## src/rtl/fibo_capture_fifo.sv

```systemverilog
// Capture FIFO behind the Fibonacci generator, drained over valid/ready.
// Define FIBO_CHK_EN to build the f[n] = f[n-1] + f[n-2] recurrence checker.
module fibo_capture_fifo #(
  parameter int W     = 4,
  parameter int DEPTH = 8,
  parameter int CNT_W = 8
) (
  input  logic                     clk,
  input  logic                     reset,
  input  logic                     capture_en,
  input  logic [W-1:0]             fibo_in,
  output logic [W-1:0]             out_data,
  output logic                     out_valid,
  input  logic                     out_ready,
  output logic [$clog2(DEPTH):0]   fifo_count,
  output logic [CNT_W-1:0]         term_count,
  output logic                     drop_flag,
  output logic                     seq_err
);

  localparam int AW = $clog2(DEPTH);
  localparam int CW = AW + 1;

  typedef enum logic [1:0] {
    IDLE,
    PRIME1,
    PRIME2,
    RUN
  } state_t;

  state_t state;
  state_t state_nx;

  logic [W-1:0]  mem [DEPTH];
  logic [AW-1:0] wr_ptr;
  logic [AW-1:0] rd_ptr;
  logic [CW-1:0] count;
  logic          pop;
  logic          push;

  always_ff @(posedge clk) begin
    if (reset) state <= IDLE;
    else       state <= state_nx;
  end

  always_comb begin
    state_nx = IDLE;
    if (capture_en) begin
      unique case (state)
        IDLE:    state_nx = PRIME1;
        PRIME1:  state_nx = PRIME2;
        PRIME2:  state_nx = RUN;
        RUN:     state_nx = RUN;
        default: state_nx = IDLE;
      endcase
    end
  end

  // A full FIFO still accepts when the head leaves in the same cycle.
  assign out_valid  = (count != '0);
  assign pop        = out_valid & out_ready;
  assign push       = capture_en & ((count < CW'(DEPTH)) | pop);
  assign out_data   = out_valid ? mem[rd_ptr] : '0;
  assign fifo_count = count;

  always_ff @(posedge clk) begin
    if (!reset && push) mem[wr_ptr] <= fibo_in;
  end

  always_ff @(posedge clk) begin
    if (reset) begin
      wr_ptr     <= '0;
      rd_ptr     <= '0;
      count      <= '0;
      term_count <= '0;
      drop_flag  <= 1'b0;
    end else begin
      if (push) wr_ptr <= wr_ptr + AW'(1);
      if (pop)  rd_ptr <= rd_ptr + AW'(1);
      unique case ({push, pop})
        2'b10:   count <= count + CW'(1);
        2'b01:   count <= count - CW'(1);
        default: count <= count;
      endcase
      if (push && term_count != '1)
        term_count <= term_count + CNT_W'(1);
      if (capture_en && !push)
        drop_flag <= 1'b1;
    end
  end

`ifdef FIBO_CHK_EN
  logic [W-1:0] h1;
  logic [W-1:0] h2;
  logic [W-1:0] sum;
  logic         chk;

  // Sum is W bits wide so the carry drops, as in the generator's adder.
  assign sum = h1 + h2;
  assign chk = capture_en & ((state == PRIME2) | (state == RUN));

  always_ff @(posedge clk) begin
    if (reset) begin
      h1      <= '0;
      h2      <= '0;
      seq_err <= 1'b0;
    end else if (!capture_en) begin
      h1 <= '0;
      h2 <= '0;
    end else begin
      h1 <= fibo_in;
      h2 <= (state == IDLE) ? '0 : h1;
      if (chk && fibo_in != sum)
        seq_err <= 1'b1;
    end
  end
`else
  assign seq_err = 1'b0;
`endif

endmodule

```

## config.mk

```make
export PLATFORM = sky130hd
export DESIGN_NAME = fibo_capture_fifo
export DESIGN_NICKNAME = d
export VERILOG_FILES = /design/src/rtl/fibo_capture_fifo.sv
export SDC_FILE = /design/constraint.sdc
export NUM_CORES = 1
export LEC_CHECK = 0
export ABC_AREA = 1
export CELL_PAD_IN_SITES_DETAIL_PLACEMENT = 2
export CELL_PAD_IN_SITES_GLOBAL_PLACEMENT = 2
export CORE_MARGIN = 2
export CORE_UTILIZATION = 36
export CTS_BUF_LIST = sky130_fd_sc_hd__clkbuf_8
export DETAILED_ROUTE_END_ITERATION = 8
export GPL_ROUTABILITY_DRIVEN = 0
export PLACE_DENSITY = 0.8
export SLEW_MARGIN = 20
export SYNTH_ARGS = -nofsm -noshare
export SYNTH_HDL_FRONTEND = slang
export SYNTH_SLANG_ARGS = --single-unit
```

## constraint.sdc

```tcl
create_clock -name clk -period 2.8 [get_ports clk]
set_clock_uncertainty 0.15 [all_clocks]
set_input_delay 0.56 -clock clk [delete_from_list [all_inputs] [get_ports clk]]
set_output_delay 0.56 -clock clk [all_outputs]
set_load 0.01 [all_outputs]
```

* Word level (Yosys, flattened, before mapping) *
Memories as Yosys holds them, arrays and structs flattened. A register that Yosys moved wholly into a read port is not among the register bits.
Cells that the tools add are included.
Widths: inputs -> output; s select.

operators by class
  add/subtract/negate cells = 5
  multipliers = 0
  div/mod/pow operators = 0
  order comparisons = 1
  equality and inequality tests = 3
  shift operators = 0
  mux-type cells = 6
  bitwise gates (word level) = 3
  reduce and logical (&&, ||, !) cells = 7

operator list
  operator             count
  $add 8x1->8 const B  1
  $ne 8x8->1 const B   1
  $pmux 4 s2           1
  $add 3x1->3 const B  2
  $mux 3               2
  $add 4x1->4 const B  1
  $lt 4x4->1 const B   1
  $mux 4               1
  $reduce_bool 4->1    1
  $sub 4x1->4 const B  1
  $logic_and 1x1->1    3
  $and 1x1->1          2
  $eq 2x1->1 const B   1
  $eq 2x2->1 const B   1
  $logic_not 1->1      2
  $mux 1               2
  $reduce_bool 2->1    1
  $or 1x1->1           1

word-level totals
  flip-flop bits (word level) = 19
  latch bits = 0
  RAM bits = 32
  memory bits (read-only) = 0
  input bits = 8
  output and inout bits = 19
  memories = 1

memory list
  name  words  width  rd ports  clocked after Yosys merged registers in  wr ports  RTL line  text
  mem   8      4      1         1                                        1         34        logic [W-1:0] mem [DEPTH];

* Depth between registers and ports, before layout *
  depth in word-level cells = 7
  mapped depth = 15
  gate-level depth less buffers = 15

* Least setup slack after synthesis *
Ideal clock, no wire load.

  path type = register to register
  from = register count[3], in the netlist fifo_count[3]
  to = register count[2], in the netlist fifo_count[2]
  setup time = 120 ps
  data arrival time = 1931 ps
  data required time = 2530 ps
  path slack = 599 ps
  stages on the path, launching flop included = 13
  path buffers = 0
  period minus slack after synthesis = 2201 ps
  cell sequence = dfxtp_1 -> nor2_1 -> nand2_2 -> nand2_4 -> nand2_1 -> nand2_1 -> ha_1 -> nand2_1 -> nand2_1 -> ha_1 -> a21oi_1 -> xor2_1 -> a21oi_1

on the way
  longest elaborated chain between the ends = 6
  elaborated cells on any way between the ends = 9
  classes of those cells = order compare: 1; eq/ne: 2; mux: 1; bitwise: 3; reduce/logical: 2

ends and longest elaborated chain
  element                                          RTL line  text
  from (decl)                                      37        logic [CW-1:0] count;
  from (signal assigned)                           81        2'b10: count <= count + CW'(1);
  from (signal assigned)                           82        2'b01: count <= count - CW'(1);
  from (signal assigned)                           83        default: count <= count;
  $reduce_bool 4->1 (*)                            60        assign out_valid = (count != '0);
  via out_valid                                    13        output logic out_valid,
  $and 1x1->1 (*)                                  61        assign pop = out_valid & out_ready;
  $or 1x1->1                                       62        assign push = capture_en & ((count < CW'(DEPTH)) | pop);
  $and 1x1->1                                      62
  $eq 2x1->1 or $eq 2x2->1 (tied branches)         80        unique case ({push, pop})
  $pmux 4 s2 or $reduce_bool 2->1 (tied branches)  -

The timed path passes the listed nets; every way through them passes the cells marked *.
A chain may end at the register's enable or synchronous reset.

==> impl_metrics.prom <==
# TYPE chip_impl_metric gauge
chip_impl_metric{name="drt_first_pass_iters",unit=""} 4
chip_impl_metric{name="setup_tns",unit="ps"} 0
chip_impl_metric{name="cts-htree-levels",unit=""} 2
chip_impl_metric{name="post_synth_inst_count",unit=""} 262
chip_impl_info{name="netlist.top_cell.by_area",value="edfxtp_1"} 1
chip_impl_metric{name="final_net_count",unit=""} 317
chip_impl_metric{name="path_clk_slew",unit="ps"} 100
chip_impl_info{name="synth_flop_cell",value="edfxtp_1"} 1
chip_impl_metric{name="setup_viol",unit=""} 0
chip_impl_metric{name="die-width",unit="um"} 85.78
chip_impl_metric{name="grt_max_degree",unit=""} 19
chip_impl_info{name="grt_setup_unrepaired",value="no"} 1
chip_impl_metric{name="die-area",unit="um^2"} 7357
chip_impl_metric{name="cts_hold_buf",unit=""} 0
chip_impl_metric{name="finalHoldViolations",unit=""} 0
chip_impl_info{name="cts_tree",value="built"} 1
chip_impl_metric{name="number_of_buffers_added_by_the_clock_tree_synthesis_step",unit=""} 5
chip_impl_metric{name="detailedPlace.worstSlack",unit="ps"} 119.5
chip_impl_metric{name="timing.final.crit_period",unit="ps"} 2671
chip_impl_info{name="regToRegStartpoint",value="fifo_count[3]"} 1
chip_impl_metric{name="maximum_capacitance_violations",unit=""} 0
chip_impl_metric{name="synthToLayoutAreaGrowth",unit="%"} 23.54
chip_impl_metric{name="final-max-slew-violation-count",unit=""} 0
chip_impl_metric{name="ioPinCount",unit=""} 27
chip_impl_metric{name="global_route.overflow_total",unit=""} 0
chip_impl_metric{name="yosysTopAreaCellShare",unit="%"} 39.92
chip_impl_info{name="hold_path.startpoint",value="drop_flag"} 1
chip_impl_metric{name="routed-via-count",unit=""} 2028
chip_impl_info{name="synth_most_common_cell",value="nor2_1"} 1
chip_impl_metric{name="routedWlPerCell",unit="um"} 19.64
chip_impl_metric{name="post-route-worst-setup-slack",unit="ps"} 129.5
chip_impl_metric{name="antenna_found_initial",unit=""} 0
chip_impl_metric{name="cts_max_path_bufs",unit=""} 2
chip_impl_metric{name="maxClockFrequency",unit="MHz"} 374.5
chip_impl_info{name="worst-setup-path-type",value="reg2out"} 1
chip_impl_metric{name="worst-r2r-cell-count",unit=""} 11
chip_impl_metric{name="latest_clock_arrival_within_the_worst_skew_pair",unit="ps"} 320
chip_impl_metric{name="dpl.hpwl",unit="mm"} 5.649
chip_impl_metric{name="chipHeight",unit="um"} 85.78
chip_impl_metric{name="clock-sinks",unit=""} 54
chip_impl_metric{name="vdd.ir_drop.worst",unit="mV"} 0.2823
chip_impl_metric{name="numPortBuffers",unit=""} 25
chip_impl_metric{name="first_iter_violations",unit=""} 107
chip_impl_metric{name="power_density",unit="nW/um^2"} 865.8
chip_impl_metric{name="groute.usage.overall",unit="%"} 22.64
chip_impl_info{name="worst_setup_path_start_kind",value="register"} 1
chip_impl_info{name="critical_path.endpoint_type",value="primary output"} 1
chip_impl_metric{name="portion_of_the_post_synthesis_area_used_by_sequential_elements",unit="%"} 58.21
chip_impl_metric{name="antenna_nets_post_route",unit=""} 0
chip_impl_metric{name="leakagePower",unit="nW"} 1.162
chip_impl_metric{name="core.rowCount",unit=""} 29
chip_impl_metric{name="yosys_warnings",unit=""} 0
chip_impl_metric{name="synth_cell_types",unit=""} 23
chip_impl_metric{name="synth_enable_flop_cells",unit=""} 32
chip_impl_metric{name="cp_data_arrival_time",unit="ps"} 1960
chip_impl_info{name="hold_class",value="reg2reg"} 1
chip_impl_metric{name="timing.hold.worst_path_depth",unit=""} 1
chip_impl_info{name="clock_tree.root_cell",value="clkbuf_8"} 1
chip_impl_info{name="post_synth_main_area_contributors",value="edfxtp_1, dfxtp_1, nor2_1, nand2_1, o21ai_0"} 1
chip_impl_metric{name="first_global_vias",unit=""} 2349
chip_impl_metric{name="ys_async_sr_fraction",unit="%"} 0
chip_impl_metric{name="start_util",unit="%"} 37.48
chip_impl_metric{name="mappedNetlistNets",unit=""} 276
chip_impl_metric{name="cp.required",unit="ps"} 2090
chip_impl_info{name="synth_top_cells_by_count",value="nor2_1, nand2_1, edfxtp_1"} 1
chip_impl_metric{name="drt_drc_violations_left",unit=""} 0
chip_impl_metric{name="syn_area",unit="um^2"} 2407
chip_impl_metric{name="cp_max_fo",unit=""} 7
chip_impl_metric{name="post-route-period-util",unit="%"} 95.38
chip_impl_metric{name="postSynthAreaPerCell",unit="um^2"} 9.188
chip_impl_metric{name="route.final.wire_length",unit="mm"} 7.483
chip_impl_metric{name="vias_per_cell",unit=""} 5.323
chip_impl_info{name="run_status",value="finished, final reports clean"} 1
chip_impl_metric{name="first_pass_grt_wire_length",unit="mm"} 12.54
chip_impl_metric{name="synth_seq_cells",unit=""} 54
chip_impl_metric{name="diodes",unit=""} 0
chip_impl_metric{name="layout-drive-gt1-share",unit="%"} 10.20
chip_impl_metric{name="core-area",unit="um^2"} 6422
chip_impl_metric{name="hold_slack",unit="ps"} 329.0
==> registers in the layout (all words and copies together) (netlist names), named ones only <==
| register | flops |
|---|---|
| term_count | 8 |
| drop_flag | 1 |
| rd_ptr | 3 |
| mem | 32 |
| wr_ptr | 3 |
| fifo_count | 4 |
==> cells in the final DEF (no fill, tap or decap), drive strengths merged <==
cell / count
a21oi: 18
buf: 17
bufinv: 1
clkbuf: 5
clkdlybuf4s50: 22
clkinv: 1
clkinvlp: 1
conb: 1
dfxtp: 22
dlygate4sd2: 1
dlymetal6s2s: 2
edfxtp: 32
ha: 6
inv: 20
nand2: 46
nand3: 14
nand3b: 2
nand4: 1
nor2: 48
nor3: 5
o211ai: 4
o21a: 1
o21ai: 24
o22ai: 4
xor2: 6
==> metal layers <==
layer / vias to the layer above / GRT usage [%] / wire length [um]
met4: 0 / 7.648 / 157
met5: - / 0 / 0
met1: 1026 / 27.05 / 3176
met3: 10 / 3.272 / 141
li1: 962 / - / -
met2: 30 / 41.55 / 4007
==> report_power, final <==
part	internal, W	switching [W]	leakage, nW
Clock	0.000272	0.000280	0.0587
Sequential	0.000924	0.000112	0.470
Combinational	0.000418	0.000569	0.633
==> cell type report <==
type / instances / area (um^2)
repair buffers: 42 / 381.6
fillers: 672 / 3448
multi-input cells: 180 / 894.6
flip-flops and latches: 54 / 1406
clock inverters: 3 / 47.55
clock buffers: 5 / 68.82
well taps: 77 / 96.34
inverters: 20 / 78.83
==> cells by family after synthesis <==
group / after synthesis / synth area share [%]
xor+xnor: 6 / 2.183
buf+inv: 28 / 4.626
flops: 54 / 58.21
compound gates: 51 / 11.80
fa+ha+maj: 6 / 3.118
other cells: 1 / 0.1558
simple gates: 116 / 19.91
==> worst paths after layout <==
check | slack [ps] | to
worst max-delay path | 130 | out_data[1]
worst max register to register | 370 | fifo_count[1]
worst min-delay path | 330 | drop_flag
worst min register to register | 330 | drop_flag
==> per-stage QoR <==
step                      util, %  cell area, um^2  power, W  std cells
after floorplan                 -             2407  0.001540        262
after global placement      43.60             2800  0.001934        367
after detailed placement    43.60             2800  0.002019        367
after CTS                   46.00             2954  0.002607        379
after global routing        46.31             2974  0.002754        381
final                       46.31             2974  0.002575        381
==> critical path: stages, from the launching register on <==
cell and delay, ps:
dfxtp_2 380, clkinvlp_4 150, buf_4 180, buf_4 130, buf_4 120, nor2_1 110, o211ai_1 130, nand2_1 100
nor2_1 50, dlygate4sd2_1 280
==> timing repair <==
action | 4_1_cts | 5_1_grt
setup buffers | 4 | 2
resized for setup | 5 | 2
endpoints found under the hold margin | 0 | 0
gates cloned | 0 | 0
pin swaps | 1 | 0
setup endpoints to repair | 3 | 3
(Power assumes the default switching activity.)
